`config.mk`:
```
export PLATFORM = sky130hd
export DESIGN_NAME = univ_shift_reg_flat
export DESIGN_NICKNAME = d
export VERILOG_FILES = /design/src/rtl/univ_shift_reg_if.sv /design/src/rtl/univ_shift_reg.sv /design/src/flat_wrapper.sv
export SDC_FILE = /design/constraint.sdc
export NUM_CORES = 1
export LEC_CHECK = 0
export CAP_MARGIN = 10
export CORE_AREA = 2 2 52 54
export DETAILED_ROUTE_END_ITERATION = 16
export DIE_AREA = 0 0 54 56
export PLACE_DENSITY = 0.81
export SLEW_MARGIN = 20
export SYNTH_ARGS = -nofsm -noshare
export SYNTH_HDL_FRONTEND = slang
export SYNTH_SLANG_ARGS = --single-unit
export TNS_END_PERCENT = 1
```
`constraint.sdc`:
```
create_clock -name clk -period 1.15 [get_ports clk]
set_input_delay 0.115 -clock clk [delete_from_list [all_inputs] [get_ports clk]]
set_output_delay 0.115 -clock clk [all_outputs]
set_load 0.05 [all_outputs]
```
`src/rtl/univ_shift_reg_if.sv`:
```
// Bus bundle for the universal shift register: control/data from the master
// and register contents and status back from the slave.
interface univ_shift_reg_if #(
  parameter int WIDTH = 8,
  parameter int CNT_W = $clog2(WIDTH) + 1
);
  logic [WIDTH-1:0] d;
  logic             load;
  logic             start;
  logic             dir;
  logic             rot;
  logic [CNT_W-1:0] cnt;
  logic             sin;
  logic [WIDTH-1:0] q;
  logic             sout;
  logic             busy;
  logic             done;

  modport master (
    output d, load, start, dir, rot, cnt, sin,
    input  q, sout, busy, done
  );

  modport slave (
    input  d, load, start, dir, rot, cnt, sin,
    output q, sout, busy, done
  );
endinterface

```
`src/rtl/univ_shift_reg.sv`:
```
// WIDTH-bit register with parallel load and a multi-cycle shift/rotate engine
// that reports progress through busy and a one-cycle done pulse.
module univ_shift_reg #(
  parameter int WIDTH = 8,
  parameter int CNT_W = $clog2(WIDTH) + 1
) (
  input logic            clk,
  input logic            rst,
  univ_shift_reg_if.slave bus
);
  typedef enum logic {IDLE, SHIFT} stateT;

  stateT            r_state;
  logic [WIDTH-1:0] r_q;
  logic             r_sout;
  logic             r_busy;
  logic             r_done;
  logic             r_dir;
  logic             r_rot;
  logic [CNT_W-1:0] r_remaining;

  logic [CNT_W-1:0] w_clamped;
  logic             w_out;
  logic             w_in;
  logic [WIDTH-1:0] w_shifted;

  // Requests longer than the register are clamped to a full-width pass.
  assign w_clamped = (bus.cnt > CNT_W'(WIDTH)) ? CNT_W'(WIDTH) : bus.cnt;

  assign w_out     = r_dir ? r_q[0] : r_q[WIDTH-1];
  assign w_in      = r_rot ? w_out : bus.sin;
  assign w_shifted = r_dir ? {w_in, r_q[WIDTH-1:1]} : {r_q[WIDTH-2:0], w_in};

  always_ff @(posedge clk) begin
    if (rst) begin
      r_state     <= IDLE;
      r_q         <= '0;
      r_sout      <= 1'b0;
      r_busy      <= 1'b0;
      r_done      <= 1'b0;
      r_dir       <= 1'b0;
      r_rot       <= 1'b0;
      r_remaining <= '0;
    end else begin
      r_done <= 1'b0;
      case (r_state)
        IDLE: begin
          if (bus.load) begin
            r_q <= bus.d;
          end else if (bus.start) begin
            r_dir       <= bus.dir;
            r_rot       <= bus.rot;
            r_remaining <= w_clamped;
            if (w_clamped != '0) begin
              r_state <= SHIFT;
              r_busy  <= 1'b1;
            end else begin
              r_done <= 1'b1;
            end
          end
        end
        SHIFT: begin
          r_q         <= w_shifted;
          r_sout      <= w_out;
          r_remaining <= r_remaining - 1'b1;
          if (r_remaining == CNT_W'(1)) begin
            r_state <= IDLE;
            r_busy  <= 1'b0;
            r_done  <= 1'b1;
          end
        end
        default: r_state <= IDLE;
      endcase
    end
  end

  assign bus.q    = r_q;
  assign bus.sout = r_sout;
  assign bus.busy = r_busy;
  assign bus.done = r_done;
endmodule
```
`src/flat_wrapper.sv`:
```
// flat-port wrapper written by rule: the top's interface ports become plain ports
module univ_shift_reg_flat 
#(
  parameter int WIDTH = 8,
  parameter int CNT_W = $clog2(WIDTH) + 1
)
  (clk, rst, bus_d, bus_load, bus_start, bus_dir, bus_rot, bus_cnt, bus_sin, bus_q, bus_sout, bus_busy, bus_done);
  univ_shift_reg_if #(.WIDTH(WIDTH), .CNT_W(CNT_W)) bus_i ();
  input logic clk;
  input logic rst;
  input wire logic [$bits(bus_i.d)-1:0] bus_d;
  input wire logic [$bits(bus_i.load)-1:0] bus_load;
  input wire logic [$bits(bus_i.start)-1:0] bus_start;
  input wire logic [$bits(bus_i.dir)-1:0] bus_dir;
  input wire logic [$bits(bus_i.rot)-1:0] bus_rot;
  input wire logic [$bits(bus_i.cnt)-1:0] bus_cnt;
  input wire logic [$bits(bus_i.sin)-1:0] bus_sin;
  output wire logic [$bits(bus_i.q)-1:0] bus_q;
  output wire logic [$bits(bus_i.sout)-1:0] bus_sout;
  output wire logic [$bits(bus_i.busy)-1:0] bus_busy;
  output wire logic [$bits(bus_i.done)-1:0] bus_done;
  assign bus_i.d = bus_d;
  assign bus_i.load = bus_load;
  assign bus_i.start = bus_start;
  assign bus_i.dir = bus_dir;
  assign bus_i.rot = bus_rot;
  assign bus_i.cnt = bus_cnt;
  assign bus_i.sin = bus_sin;
  assign bus_q = bus_i.q;
  assign bus_sout = bus_i.sout;
  assign bus_busy = bus_i.busy;
  assign bus_done = bus_i.done;
  univ_shift_reg #(.WIDTH(WIDTH), .CNT_W(CNT_W)) u_core (.clk(clk), .rst(rst), .bus(bus_i));
endmodule
```
==> tab_implementation.tex <==
\begin{tabular}{lr}
\hline
Metric & Value \\
\hline
\multicolumn{2}{l}{\textbf{Clocking}} \\
Largest buffer count on any clock path & 2 \\
Clock tree from TritonCTS & done \\
Sinks on Clock Net & 18 \\
Clock edge transition at the registers on the reported setup and hold paths & 0.11 ns \\
Hold-fix buffer count after cts & 0 \\
Clock insertion delay at the later pin of the skew report & 0.30 ns \\
CTS H-Tree Depth & 1 \\
Cell at the root of the clock tree & sky130\_fd\_sc\_hd\_\_clkbuf\_4 \\
Number of CTS-inserted buffers & 3 \\
\multicolumn{2}{l}{\textbf{Detailed routing}} \\
Antenna-violating nets left & 0 \\
Sum of routed wire length over all layers & 2.63 mm \\
Remaining DRCs & 0 \\
First DRT Iteration DRCs & 13 \\
Routed vias & 923 \\
Detail-routed via count per cell & 5.37 \\
Average routed wire per standard cell & 15.3 um \\
Router iterations before antenna repair & 4 \\
\multicolumn{2}{l}{\textbf{Global route}} \\
Global-route wire length before repair & 4.17 mm \\
Grt ovf & 0 \\
Maximum number of pins on one net before global-route repair & 16 \\
Total global routing track utilization & 0.185 \\
Via count of the first global-routing pass & 928 \\
Initial antenna violation count & 0 \\
\multicolumn{2}{l}{\textbf{Placed design}} \\
GPL Wtd Cong & 0.922 \\
Pre-CTS WS & -0.269 ns \\
Quantity of I/O buffers inserted on ports & 29 \\
Detail Placement HPWL & 1.95 mm \\
Total placed instance area & 1490 sq um \\
\multicolumn{2}{l}{\textbf{Critical path}} \\
Critical path fanouts, max & 5 \\
Capture instance of the worst register-to-register path & u\_core.r\_remaining[3] \\
Classification of the worst setup path & in2reg \\
CP Launch Type & input pin \\
Startpoint of the lowest-slack register-to-register path & u\_core.r\_remaining[0] \\
R2r worst-path depth & 3 \\
Slack of the worst reg-to-reg path & -0.03 ns \\
Endpoint type of the worst setup path & flip-flop \\
CP arrival & 1.44 ns \\
Required time of the critical path & 1.36 ns \\
\multicolumn{2}{l}{\textbf{Run status}} \\
Result of the run & complete, but fails checks \\
Violated checks & setup timing \\
\multicolumn{2}{l}{\textbf{Hold path}} \\
Hold\_sp & bus\_rot \\
Terminating pin of the worst hold path & u\_core.r\_rot \\
Worst hold path type & in2reg \\
Cell count of the worst hold path & 3 \\
\multicolumn{2}{l}{\textbf{Timing}} \\
Final number of setup-violating endpoints & 3 \\
Post-Route Skew & 0.00312 ns \\
Hold Vio Cnt, Final & 0 \\
Max-Slew Margin vs Limit & 0.737 \\
Slew Viols, Final & 0 \\
Unrepaired setup endpoints after global routing & yes \\
F\_max & 813 MHz \\
Post-layout min period & 1.23 ns \\
Fin Hold WS & 0.363 ns \\
Tcrit/Tclk final & 1.07 \\
Min setup slack post-route & -0.0801 ns \\
Transition time at the pin with the least slew margin & 0.389 ns \\
\multicolumn{2}{l}{\textbf{Floorplanning}} \\
I/O Pins & 30 \\
Effective utilization at floorplan & 0.404 \\
Floorplan Core Area & 2430 sq um \\
Width of the die & 54 um \\
Height of the die & 56 um \\
Number of placement rows & 18 \\
Area enclosed by the die boundary & 3020 sq um \\
\multicolumn{2}{l}{\textbf{Synthesis}} \\
Share of synthesized registers carrying an async set or reset & 0 \\
Seq cells post-synth & 18 \\
Proportion of synthesized chip area in sequential cells & 0.367 \\
Synth Warn \# & 0 \\
Post-synthesis net count & 122 \\
Post-synth EDFFs & 0 \\
Cell area after technology mapping & 982 sq um \\
Post-synthesis cell type count & 29 \\
Average size of a mapped cell & 9.72 sq um \\
Prevailing post-synth register cell & sky130\_fd\_sc\_hd\_\_dfxtp\_1 \\
Post-synthesis cell count & 101 \\
\multicolumn{2}{l}{\textbf{Final layout}} \\
Final design instance area without fill & 1580 sq um \\
Number of diodes added for antenna fixing & 0 \\
Post-layout util & 0.648 \\
Area added between synthesis and finish & 60.4\% \\
Ratio of cells with drive above 1 in the final layout & 0.352 \\
Post-layout net count & 164 \\
Fill cell total of the finished layout & 196 \\
\multicolumn{2}{l}{\textbf{Job}} \\
Number of max-cap violations & 0 \\
\multicolumn{2}{l}{\textbf{Pwr}} \\
Max IR drop VDD & 0.690 mV \\
Post-route total power & 1.78 mW \\
Leakage Power & 0.561 nW \\
Power density over cell area & 1130 nW/um\^{}2 \\
\hline
\end{tabular}
==> final cells by class <==
type	instances	area, sq um	area share
Multi-Input combinational cell	71	578	0.367
Timing Repair Buffer	45	541	0.343
Sequential cell	18	368	0.234
Tap cell	30	37.5	0.0238
Clock buffer	4	36.3	0.0230
Inverter	4	15.0	0.00953
==> critical path, cell delays in order <==
cell                              delay (ns)
sky130_fd_sc_hd__clkdlybuf4s50_1        0.43
sky130_fd_sc_hd__buf_4                  0.17
sky130_fd_sc_hd__nor4bb_1               0.39
sky130_fd_sc_hd__a211oi_1               0.11
sky130_fd_sc_hd__a211oi_1               0.22
==> repair_timing <==
action | CTS | global route
buffers inserted | 0 | 2
cloned | 0 | 0
gates resized for setup | 3 | 10
endpoints found under the hold margin | 0 | 0
pin swaps | 3 | 4
setup endpoints to repair | 4 | 13
==> synthesized netlist by cell type, drive strengths merged (2+ instances only) <==
master | number | share of area
a21oi | 7 | 0.039
nor2b | 6 | 0.038
mux2 | 2 | 0.023
nand2b | 2 | 0.013
nor4bb | 3 | 0.031
buf | 7 | 0.043
nand2 | 5 | 0.019
mux2i | 8 | 0.082
nor2 | 2 | 0.0076
ha | 2 | 0.025
nand3b | 2 | 0.015
o21ai | 3 | 0.015
inv | 4 | 0.015
dfxtp | 18 | 0.37
a211oi | 20 | 0.15
==> where the power goes <==
group | internal [mW] | total, mW | switching, mW
registers | 0.679 | 0.740 | 0.0607
logic | 0.336 | 0.631 | 0.295
clock network | 0.193 | 0.405 | 0.212
==> cell families (layout without fill, tap and decap cells) <==
kind of cell	after synthesis	in the layout	share of synthesized area
muxes	10	10	0.104
buffers and inverters	12	53	0.0726
adders and majority gates	2	2	0.0255
DFF	18	18	0.367
AOI/OAI and AO/OA	34	34	0.247
xor gates and xnor gates	1	1	0.00892
and+or+nand+nor	24	24	0.175
==> worst max path at each step <==
stage,startpoint,to,slack [ns]
2_1_floorplan,u_core.r_remaining[0],u_core.r_remaining[3],-0.01
6_report,bus_load,u_core.r_remaining[1],-0.08
3_3_place_gp,bus_load,u_core.bus.q[0],-0.24
4_1_cts,u_core.r_remaining[0],u_core.r_remaining[3],-0.04
5_1_grt,bus_load,u_core.r_remaining[1],-0.09
3_5_place_dp,bus_load,u_core.r_remaining[1],-0.27
==> placed cells by master, fill, tap and decap left out, drive strengths merged <==
master / count
a211oi: 20
clkbuf: 4
nor4: 1
nor3b: 1
o31ai: 1
inv: 4
nor4bb: 3
nor2: 2
nor2b: 6
a311oi: 1
clkdlybuf4s50: 18
nand3b: 2
a21boi: 1
a2bb2oi: 1
buf: 27
a21oi: 7
nand2b: 2
xnor2: 1
mux2i: 8
ha: 2
mux2: 2
nand4bb: 1
nand2: 5
dfxtp: 18
or4b: 1
o21ai: 3
==> flip-flops by register name (all words and copies together), names as in the netlist <==
signal              flops
u_core.r_rot            1
u_core.r_dir            1
u_core.r_state          1
u_core.r_remaining      4
u_core.bus.q            8
u_core.bus.busy         1
u_core.bus.done         1
u_core.bus.sout         1
==> metrics by stage <==
stage	cells	setup TNS (ns)
after floorplan	101	-0.0201
after global placement	166	-2.86
after detailed placement	166	-3.44
after CTS	170	-0.0703
after global routing	172	-0.395
final	172	-0.117
==> per-layer routing <==
metal | global-route usage | share of wire | up-vias
met5 | 0 | 0 | -
met4 | 0.0714 | 0.018 | 0
met3 | 0.0242 | 0.029 | 6
met2 | 0.314 | 0.52 | 17
met1 | 0.228 | 0.44 | 439
li1 | - | - | 461
(Power assumes the default switching activity.)
